--- src/rtl/button_pkg.sv ---
// rtl/button_pkg.sv - shared types and channel indices for the button front end
//
// Contents:
//   db_state_t            per-channel debounce FSM state
//   BTN_CLEAR/START/STOP  bit positions of each button in the btn_in vector
package button_pkg;

  typedef enum logic [1:0] {
    IDLE_LOW  = 2'd0,
    WAIT_HIGH = 2'd1,
    IDLE_HIGH = 2'd2,
    WAIT_LOW  = 2'd3
  } db_state_t;

  localparam int BTN_CLEAR = 0;
  localparam int BTN_START = 1;
  localparam int BTN_STOP  = 2;

endpackage

--- src/rtl/debounce_channel.sv ---
// rtl/debounce_channel.sv - synchroniser, debounce FSM and counter for one button
//
// Ports:
//   clk      system clock, rising edge
//   reset_n  asynchronous active-low reset
//   btn_in   raw asynchronous bouncing button, active-high
//   level    debounced button state (registered)
//   tick     one-cycle pulse on each accepted press (registered)
module debounce_channel
  import button_pkg::*;
#(
  parameter int DB_TICKS  = 2_000_000,
  parameter int CNT_WIDTH = $clog2(DB_TICKS)
) (
  input  logic clk,
  input  logic reset_n,
  input  logic btn_in,
  output logic level,
  output logic tick
);

  // Terminal count of the stability window; exact-equality compare means the
  // counter never has to hold a value above this, so it cannot wrap.
  localparam logic [CNT_WIDTH-1:0] CNT_LAST = CNT_WIDTH'(DB_TICKS - 1);

  logic                 sync1;
  logic                 sync2;
  db_state_t            state;
  logic [CNT_WIDTH-1:0] cnt;

  // Two-flop synchroniser; sync1 may go metastable, only sync2 is used.
  always_ff @(posedge clk or negedge reset_n) begin
    if (!reset_n) begin
      sync1 <= 1'b0;
      sync2 <= 1'b0;
    end else begin
      sync1 <= btn_in;
      sync2 <= sync1;
    end
  end

  always_ff @(posedge clk or negedge reset_n) begin
    if (!reset_n) begin
      state <= IDLE_LOW;
      cnt   <= '0;
      level <= 1'b0;
      tick  <= 1'b0;
    end else begin
      // tick is a pulse: only the accepting transition below raises it.
      tick <= 1'b0;
      case (state)
        IDLE_LOW: begin
          if (sync2) begin
            state <= WAIT_HIGH;
            cnt   <= '0;
          end
        end
        WAIT_HIGH: begin
          if (!sync2) begin
            // Bounce: abandon the window, it restarts on the next high sample.
            state <= IDLE_LOW;
            cnt   <= '0;
          end else if (cnt == CNT_LAST) begin
            state <= IDLE_HIGH;
            level <= 1'b1;
            tick  <= 1'b1;
          end else begin
            cnt <= cnt + CNT_WIDTH'(1);
          end
        end
        IDLE_HIGH: begin
          if (!sync2) begin
            state <= WAIT_LOW;
            cnt   <= '0;
          end
        end
        WAIT_LOW: begin
          if (sync2) begin
            state <= IDLE_HIGH;
            cnt   <= '0;
          end else if (cnt == CNT_LAST) begin
            // Release is accepted silently; only presses generate events.
            state <= IDLE_LOW;
            level <= 1'b0;
          end else begin
            cnt <= cnt + CNT_WIDTH'(1);
          end
        end
      endcase
    end
  end

endmodule

--- src/rtl/button_conditioner.sv ---
// rtl/button_conditioner.sv - multi-channel push-button synchroniser and debouncer
//
// Ports:
//   clk        system clock, rising edge
//   reset_n    asynchronous active-low reset
//   btn_in     raw buttons [NUM_BTN-1:0]; bit 0 clear, 1 start, 2 stop
//   btn_level  debounced button states (registered)
//   btn_tick   one-cycle press pulses (registered); one pulse per physical press
module button_conditioner
  import button_pkg::*;
#(
  parameter int NUM_BTN   = 3,
  parameter int DB_TICKS  = 2_000_000,
  parameter int CNT_WIDTH = $clog2(DB_TICKS)
) (
  input  logic               clk,
  input  logic               reset_n,
  input  logic [NUM_BTN-1:0] btn_in,
  output logic [NUM_BTN-1:0] btn_level,
  output logic [NUM_BTN-1:0] btn_tick
);

  // Channels are fully independent; no state is shared between them.
  for (genvar i = 0; i < NUM_BTN; i++) begin : g_chan
    debounce_channel #(
      .DB_TICKS  (DB_TICKS),
      .CNT_WIDTH (CNT_WIDTH)
    ) u_chan (
      .clk     (clk),
      .reset_n (reset_n),
      .btn_in  (btn_in[i]),
      .level   (btn_level[i]),
      .tick    (btn_tick[i])
    );
  end

endmodule
--- config.mk ---
export PLATFORM = sky130hd
export DESIGN_NAME = button_conditioner
export DESIGN_NICKNAME = d
export VERILOG_FILES = /design/src/rtl/button_pkg.sv /design/src/rtl/debounce_channel.sv /design/src/rtl/button_conditioner.sv
export SDC_FILE = /design/constraint.sdc
export NUM_CORES = 1
export LEC_CHECK = 0
export ABC_AREA = 1
export CAP_MARGIN = 20
export CELL_PAD_IN_SITES_DETAIL_PLACEMENT = 0
export CELL_PAD_IN_SITES_GLOBAL_PLACEMENT = 1
export CORE_MARGIN = 2
export CORE_UTILIZATION = 35
export DETAILED_ROUTE_END_ITERATION = 12
export GPL_TIMING_DRIVEN = 0
export PLACE_DENSITY_LB_ADDON = 0.1
export RECOVER_POWER = 25
export SKIP_LAST_GASP = 1
export SYNTH_ARGS = -nofsm -noshare
export SYNTH_HDL_FRONTEND = slang
export SYNTH_HIERARCHICAL = 1
export SYNTH_SLANG_ARGS = --single-unit
--- constraint.sdc ---
create_clock -name clk -period 2.7 [get_ports clk]
set_input_delay 0.54 -clock clk [delete_from_list [all_inputs] [get_ports clk]]
set_output_delay 0.54 -clock clk [all_outputs]
set_load 0.01 [all_outputs]
==> results of run 1 <==
-- routing by layer --
| metal | global-route usage [%] | share of wire (%) | vias up |
|---|---|---|---|
| met4 | 5.82 | 1.5 | 0 |
| met1 | 24.5 | 50 | 2294 |
| met2 | 27.3 | 45 | 101 |
| met3 | 3.43 | 3.6 | 17 |
| li1 | - | - | 2478 |
| met5 | 0 | 0 | - |
-- sequential cells by signal, summed over array words and instances (netlist names), named ones only --
signal               count
g_chan.u_chan/cnt       63
g_chan.u_chan/tick       3
g_chan.u_chan/sync1      3
g_chan.u_chan/sync2      3
g_chan.u_chan/level      3
g_chan.u_chan/state      3
-- logic make-up after synthesis --
logic type / Yosys count
buffers and inverters: 112
xor gates and xnor gates: 10
adders and majority gates: 3
DFF: 81
AOI/OAI and AO/OA: 50
and+or+nand+nor: 503
-- worst paths after layout --
path	startpoint	endpoint	slack [ns]	depth (start not counted)
worst max-delay path	g_chan[1].u_chan/level	btn_level[1]	0.93	1
worst min-delay path	g_chan[2].u_chan/sync1	g_chan[2].u_chan/sync2	0.35	0
worst max register to register	g_chan[2].u_chan/cnt[0]	g_chan[2].u_chan/cnt[14]	1.03	8
worst min register to register	g_chan[2].u_chan/sync1	g_chan[2].u_chan/sync2	0.35	0
max in group asynchronous	reset_n	g_chan[1].u_chan/tick	1.20	2
min in group asynchronous	reset_n	g_chan[0].u_chan/cnt[4]	0.54	1
-- power by group --
part / internal [mW] / switching [mW]
clock: 0.837 / 0.537
combinational: 0.0320 / 0.0998
sequential: 1.23 / 0.0175
total: 2.10 / 0.654
-- through the flow --
stage          instances  area [um^2]
4_1_cts              974         6020
3_5_place_dp         958         5690
6_report             974         6010
5_1_grt              974         6010
2_1_floorplan        759         5330
3_3_place_gp         957         5660
-- layout by cell type, fill, tap and decap left out, drive strengths merged --
master and instances:
xor2 7, clkbuf 11, buf 8, xnor2 3
bufinv 2, or2 1, o22ai 5, clkinvlp 3
clkdlybuf4s50 6, o21ai 30, nand3 97, nand2 233
nor2 120, a21oi 13, clkinv 4, nor3 19
dfrtp 81, inv 102, ha 3, nand4 31
dlygate4sd3 3, a31oi 2, nand3b 2
-- layout make-up --
class	count	area [um^2]
Fill cell	1554	9020
Timing Repair Buffer	11	121
Clock buffer	10	239
Tap cell	188	235
Inverter	105	394
Clock inverter	6	91.3
Multi-Input combinational cell	566	2860
Buffer	7	45.0
Sequential cell	81	2030
==> reports/results.tsv, run 1 <==
stage	metric	value	unit
outcome	outcome	complete, but fails checks	
outcome	violations in the final reports	capacitance limit	
power	PD cells	457	nW/um^2
place	Port Buffers	10	
die	width of the die	127	um
die	num ports	11	
setup_path	Crit Path Max Fanout	2	
setup_path	top cell family by delay on the critical path	buffers and inverters	
layout	layout cells sized above 1	12.2	%
logic_synthesis	Synth Flop Type	dfrtp_1	
logic_synthesis	post-synthesis simple-gate area fraction	46.2	%
sta	Rel. slew slack	0.393	%
sta	Tcrit/Tclk final	65.7	%
sta	final hold violations	0	
setup_path	worst path bufs/invs	1	
logic_synthesis	Post-synth ARST share	100	%
sta	Final Max Tran Viols	0	
sta	worst hold slack	0.350	ns
logic_synthesis	Compound-Gate Fraction of Synth Area	5.14	%
setup_path	startpoint types	flip-flop	
die	row count	45	
clock_tree	Clk Latency, worst-skew pair	0.35	ns
clock_tree	cts hold-fix bufs	0	
route	Iteration-0 DRC Markers	291	
die	Core Box Area	15000	um^2
clock_tree	CTS tree	done	
power	Pleak	2.90	nW
clock_tree	Clock transition at path regs	0.06	ns
logic_synthesis	Yosys top cell by area	dfrtp_1	
place	GPL Wtd Cong	0.828	
sta	f_max	564	MHz
grt	vias in the first global route	4622	
sta	Least-Margin Pin Slew	1.49	ns
route	1st-pass router iterations	6	
logic_synthesis	Post-synth EDFFs	0	
setup_path	Setup Crit Path Kind	reg2out	
logic_synthesis	Post-Synth Adder-Cell Area	0.705	%
clock_tree	H-tree depth	3	
clock_tree	clock sink count	81	
power	total power	2.75	mW
setup_path	CP arrival	1.23	ns
logic_synthesis	Mapped Nets	767	
route	DRC	0	
layout	fin nets	789	
logic_synthesis	Seq/Total Area, Yosys	38.0	%
sta	min cycle time layout	1.77	ns
setup_path	crit-path cells	clkdlybuf4s50_1	
layout	diode count	0	
grt	initial antenna violation count	0	
logic_synthesis	top cells by count, synth	nand2_1 (211), nor2_1 (95), inv_1 (93)	
logic_synthesis	Synth Area per Inst	7.02	um^2
route	routed length per instance	13.7	um
logic_synthesis	FF+latch count, synth	81	
die	Die Height	127	um
min_path	Hold Path Class	reg2reg	
clock_tree	total CTS buffers	9	
sta	setup ws final	0.925	ns
logic_synthesis	Netlist cell types	31	
layout	synthesis-to-finish area growth	12.9	%
power	Max VDD drop	0.000300	V
route	Post-Route WL	13400	um
route	post-DR vias/cell	5.02	
grt	remaining global-route overflow	0	
sta	Setup TNS	0	ns
setup_path	required time of the critical path	2.16	ns
logic_synthesis	synth top area cells	dfrtp_1 (38%), nand2_1 (15%), nand3_1 (8.5%)	
logic_synthesis	Post-Syn Instances	759	
logic_synthesis	Yosys warning total	6	
logic_synthesis	XOR/XNOR share of the synthesized area	1.64	%
grt	Global Route Usage Sum	17.5	%
grt	first-pass GRT wire length	22700	um
flow_run	max cap viols	1	
route	Post-DRT Antenna Nets	0	
clock_tree	CTS root buf	clkbuf_16	
clock_tree	# resized after CTS	0	
logic_synthesis	share of the synthesized area in the top cell type	38.0	%
sta	# setup viols final	0	
die	Starting Density	35.4	%
logic_synthesis	post-synthesis mux area share	0	%
place	DP Worst Slack	1.05	ns
clock_tree	Clock Path Buffers	2	
setup_path	Setup crit end kind	output pin	
die	Die ar.	16200	um^2
clock_tree	Post CTS Setup Buffer Count	0	
sta	RSZ-0062 raised after global routing	false	
sta	Setup Skew	0.00898	ns
setup_path	Max stage delay cell, worst path	clkdlybuf4s50_1	
logic_synthesis	largest family of logic cells by synthesized area	simple AND/OR/NAND/NOR gates	
route	vias	4890	
logic_synthesis	Netlist Area Pre-Place	5330	um^2
logic_synthesis	top-count cell post-synth	nand2_1	
place	detailed placement HPWL	10100	um
grt	pin count of the biggest net entering global routing	60	
layout	final core utilization	40.0	%
setup_path	crit-path max cell delay	0.54	ns
(Power assumes the default switching activity.)
==> inputs of run 2 (changes only) <==
==> constraint.sdc (replaced) <==
create_clock -name clk -period 1.4 [get_ports clk]
set_input_delay 0.28 -clock clk [delete_from_list [all_inputs] [get_ports clk]]
set_output_delay 0.28 -clock clk [all_outputs]
set_load 0.01 [all_outputs]
==> reports/results.tsv, run 2 (synthesis results as in run 1) <==
stage	metric	value	unit
grt	initial antenna violation count	0	
sta	final hold violations	0	
route	DRC	0	
die	Die Height	127	um
route	post-DR vias/cell	4.96	
layout	layout cells sized above 1	35.5	%
sta	worst hold slack	0.349	ns
route	1st-pass router iterations	4	
layout	diode count	0	
setup_path	Crit Path Max Fanout	4	
route	Post-Route WL	14900	um
sta	Rel. slew slack	58.1	%
layout	final cell count without fillers	1041	
setup_path	start of the worst register-to-register path	g_chan[2].u_chan/cnt[1]	
setup_path	Setup crit end kind	flip-flop	
sta	Final Max Tran Viols	0	
place	dpl cells	958	
die	Die ar.	16200	um^2
clock_tree	total CTS buffers	9	
die	width of the die	127	um
die	Core Box Area	15000	um^2
sta	min cycle time layout	1.52	ns
sta	Setup Skew	0.00961	ns
die	Starting Density	35.4	%
grt	Global Route Usage Sum	18.9	%
setup_path	required time of the critical path	1.64	ns
setup_path	Worst R2R Path Depth	7	
grt	remaining global-route overflow	0	
grt	vias in the first global route	4937	
sta	# setup viols final	33	
route	routed length per instance	14.3	um
route	Post-DRT Antenna Nets	0	
layout	synthesis-to-finish area growth	34.9	%
layout	fillcell total	1473	
setup_path	CP arrival	1.76	ns
clock_tree	CTS tree	done	
power	PD cells	738	nW/um^2
clock_tree	Clock transition at path regs	0.07	ns
layout	max reg flops	63	
setup_path	Crit. Startpoint	g_chan[2].u_chan/cnt[1]	
outcome	outcome	complete, but fails checks	
die	row count	45	
min_path	Hold Path Class	reg2reg	
min_path	Hold Startpoint	g_chan[2].u_chan/sync1	
setup_path	startpoint types	flip-flop	
power	Pleak	3.35	nW
setup_path	reg2reg end	g_chan[2].u_chan/cnt[12]	
setup_path	Reg2Reg Setup Slack	-0.12	ns
grt	pin count of the biggest net entering global routing	62	
layout	most common cell after layout, fill and taps aside	nand2_1	
sta	f_max	656	MHz
route	vias	5161	
place	GPL Wtd Cong	0.843	
outcome	violations in the final reports	setup timing	
setup_path	Setup Crit Path Kind	reg2reg	
clock_tree	H-tree depth	3	
sta	setup ws final	-0.125	ns
power	Max VDD drop	0.000662	V
grt	first-pass GRT wire length	24500	um
layout	Largest Register	g_chan.u_chan/cnt	
sta	RSZ-0062 raised after global routing	true	
flow_run	max cap viols	0	
layout	fin area	7190	um^2
layout	fin nets	856	
layout	final core utilization	47.8	%
clock_tree	Clock Path Buffers	2	
sta	Least-Margin Pin Slew	0.629	ns
clock_tree	CTS root buf	clkbuf_16	
clock_tree	Clk Latency, worst-skew pair	0.35	ns
place	Post-DP Area	5690	um^2
die	num ports	11	
setup_path	crit path capture	g_chan[2].u_chan/cnt[12]	
route	Iteration-0 DRC Markers	303	
clock_tree	clock sink count	81	
place	detailed placement HPWL	10100	um
sta	Tcrit/Tclk final	109	%
layout	commonest cells after routing, fill and taps aside	nand2_1 (182), inv_1 (78), nand3_1 (68)	
place	Port Buffers	10	
[run 2: power by group]
part / switching (mW) / internal, mW
Clock: 1.06 / 1.46
Sequential: 0.0339 / 2.37
Combinational: 0.247 / 0.132
[run 2: repair_timing]
item                                    in CTS  in global routing
resized for setup                           71                148
hold buffers                                 1                  0
endpoints found under the setup margin      73                 75
cloned                                       2                  0
pin swaps                                   20                 62
buffers inserted                            18                 46
hold endpoints to repair                    20                  0
[run 2: area by class of cell]
| cell class | count | area [um^2] | share of cell area (%) |
|---|---|---|---|
| multi-input cells | 568 | 3420 | 47.6 |
| clock buffers | 10 | 239 | 3.33 |
| inverters | 105 | 418 | 5.81 |
| plain buffers | 7 | 68.8 | 0.958 |
| well taps | 188 | 235 | 3.27 |
| repair buffers | 76 | 666 | 9.26 |
| clock inverters | 6 | 73.8 | 1.03 |
| flip-flops and latches | 81 | 2060 | 28.7 |
[run 2: per-layer routing]
layer  wire [um]  global-route usage (%)  vias up
met5           0                       0        -
met4         258                    5.62        0
met3         407                    4.48       24
met2        7070                    30.1       58
met1        7120                    25.5     2446
li1            -                       -     2633
[run 2: worst min path at each step]
stage | to | slack [ns] | depth (start not counted)
global route | g_chan[2].u_chan/sync2 | 0.36 | 0
floorplan | asynchronous set/reset pin | -0.02 | 0
CTS | g_chan[2].u_chan/sync2 | 0.35 | 0
finish | g_chan[2].u_chan/sync2 | 0.35 | 0
global placement | g_chan[0].u_chan/sync2 | 0.34 | 0
detailed placement | g_chan[1].u_chan/cnt[4] | 0.20 | 1
[run 2: critical path: stages, from the launching register on]
cell,delay [ns]
dfrtp_1,0.40
ha_4,0.17
inv_2,0.04
nor2_4,0.19
nand4_1,0.22
buf_4,0.20
xor2_1,0.14
nor2_1,0.05
[run 2: per-stage QoR]
stage / power, mW / setup TNS, ns / worst slack (ns)
finish: 5.30 / -1.75 / -0.125
global route: 5.54 / -6.73 / -0.237
CTS: 5.36 / -0.599 / -0.0913
detailed placement: 2.71 / -10.20 / -0.246
global placement: 2.70 / -266.77 / -3.18
floorplan: 2.57 / 0 / 0.00340
==> inputs of run 3 (changes only) <==
--- a/config.mk
+++ b/config.mk
@@ -11,6 +11,7 @@
 export CELL_PAD_IN_SITES_GLOBAL_PLACEMENT = 1
 export CORE_MARGIN = 2
 export CORE_UTILIZATION = 35
+export CTS_CLUSTER_SIZE = 8
 export DETAILED_ROUTE_END_ITERATION = 12
 export GPL_TIMING_DRIVEN = 0
 export PLACE_DENSITY_LB_ADDON = 0.1
==> results of run 3 <==
The final DEF is identical to that of run 2; final timing and power are the same.
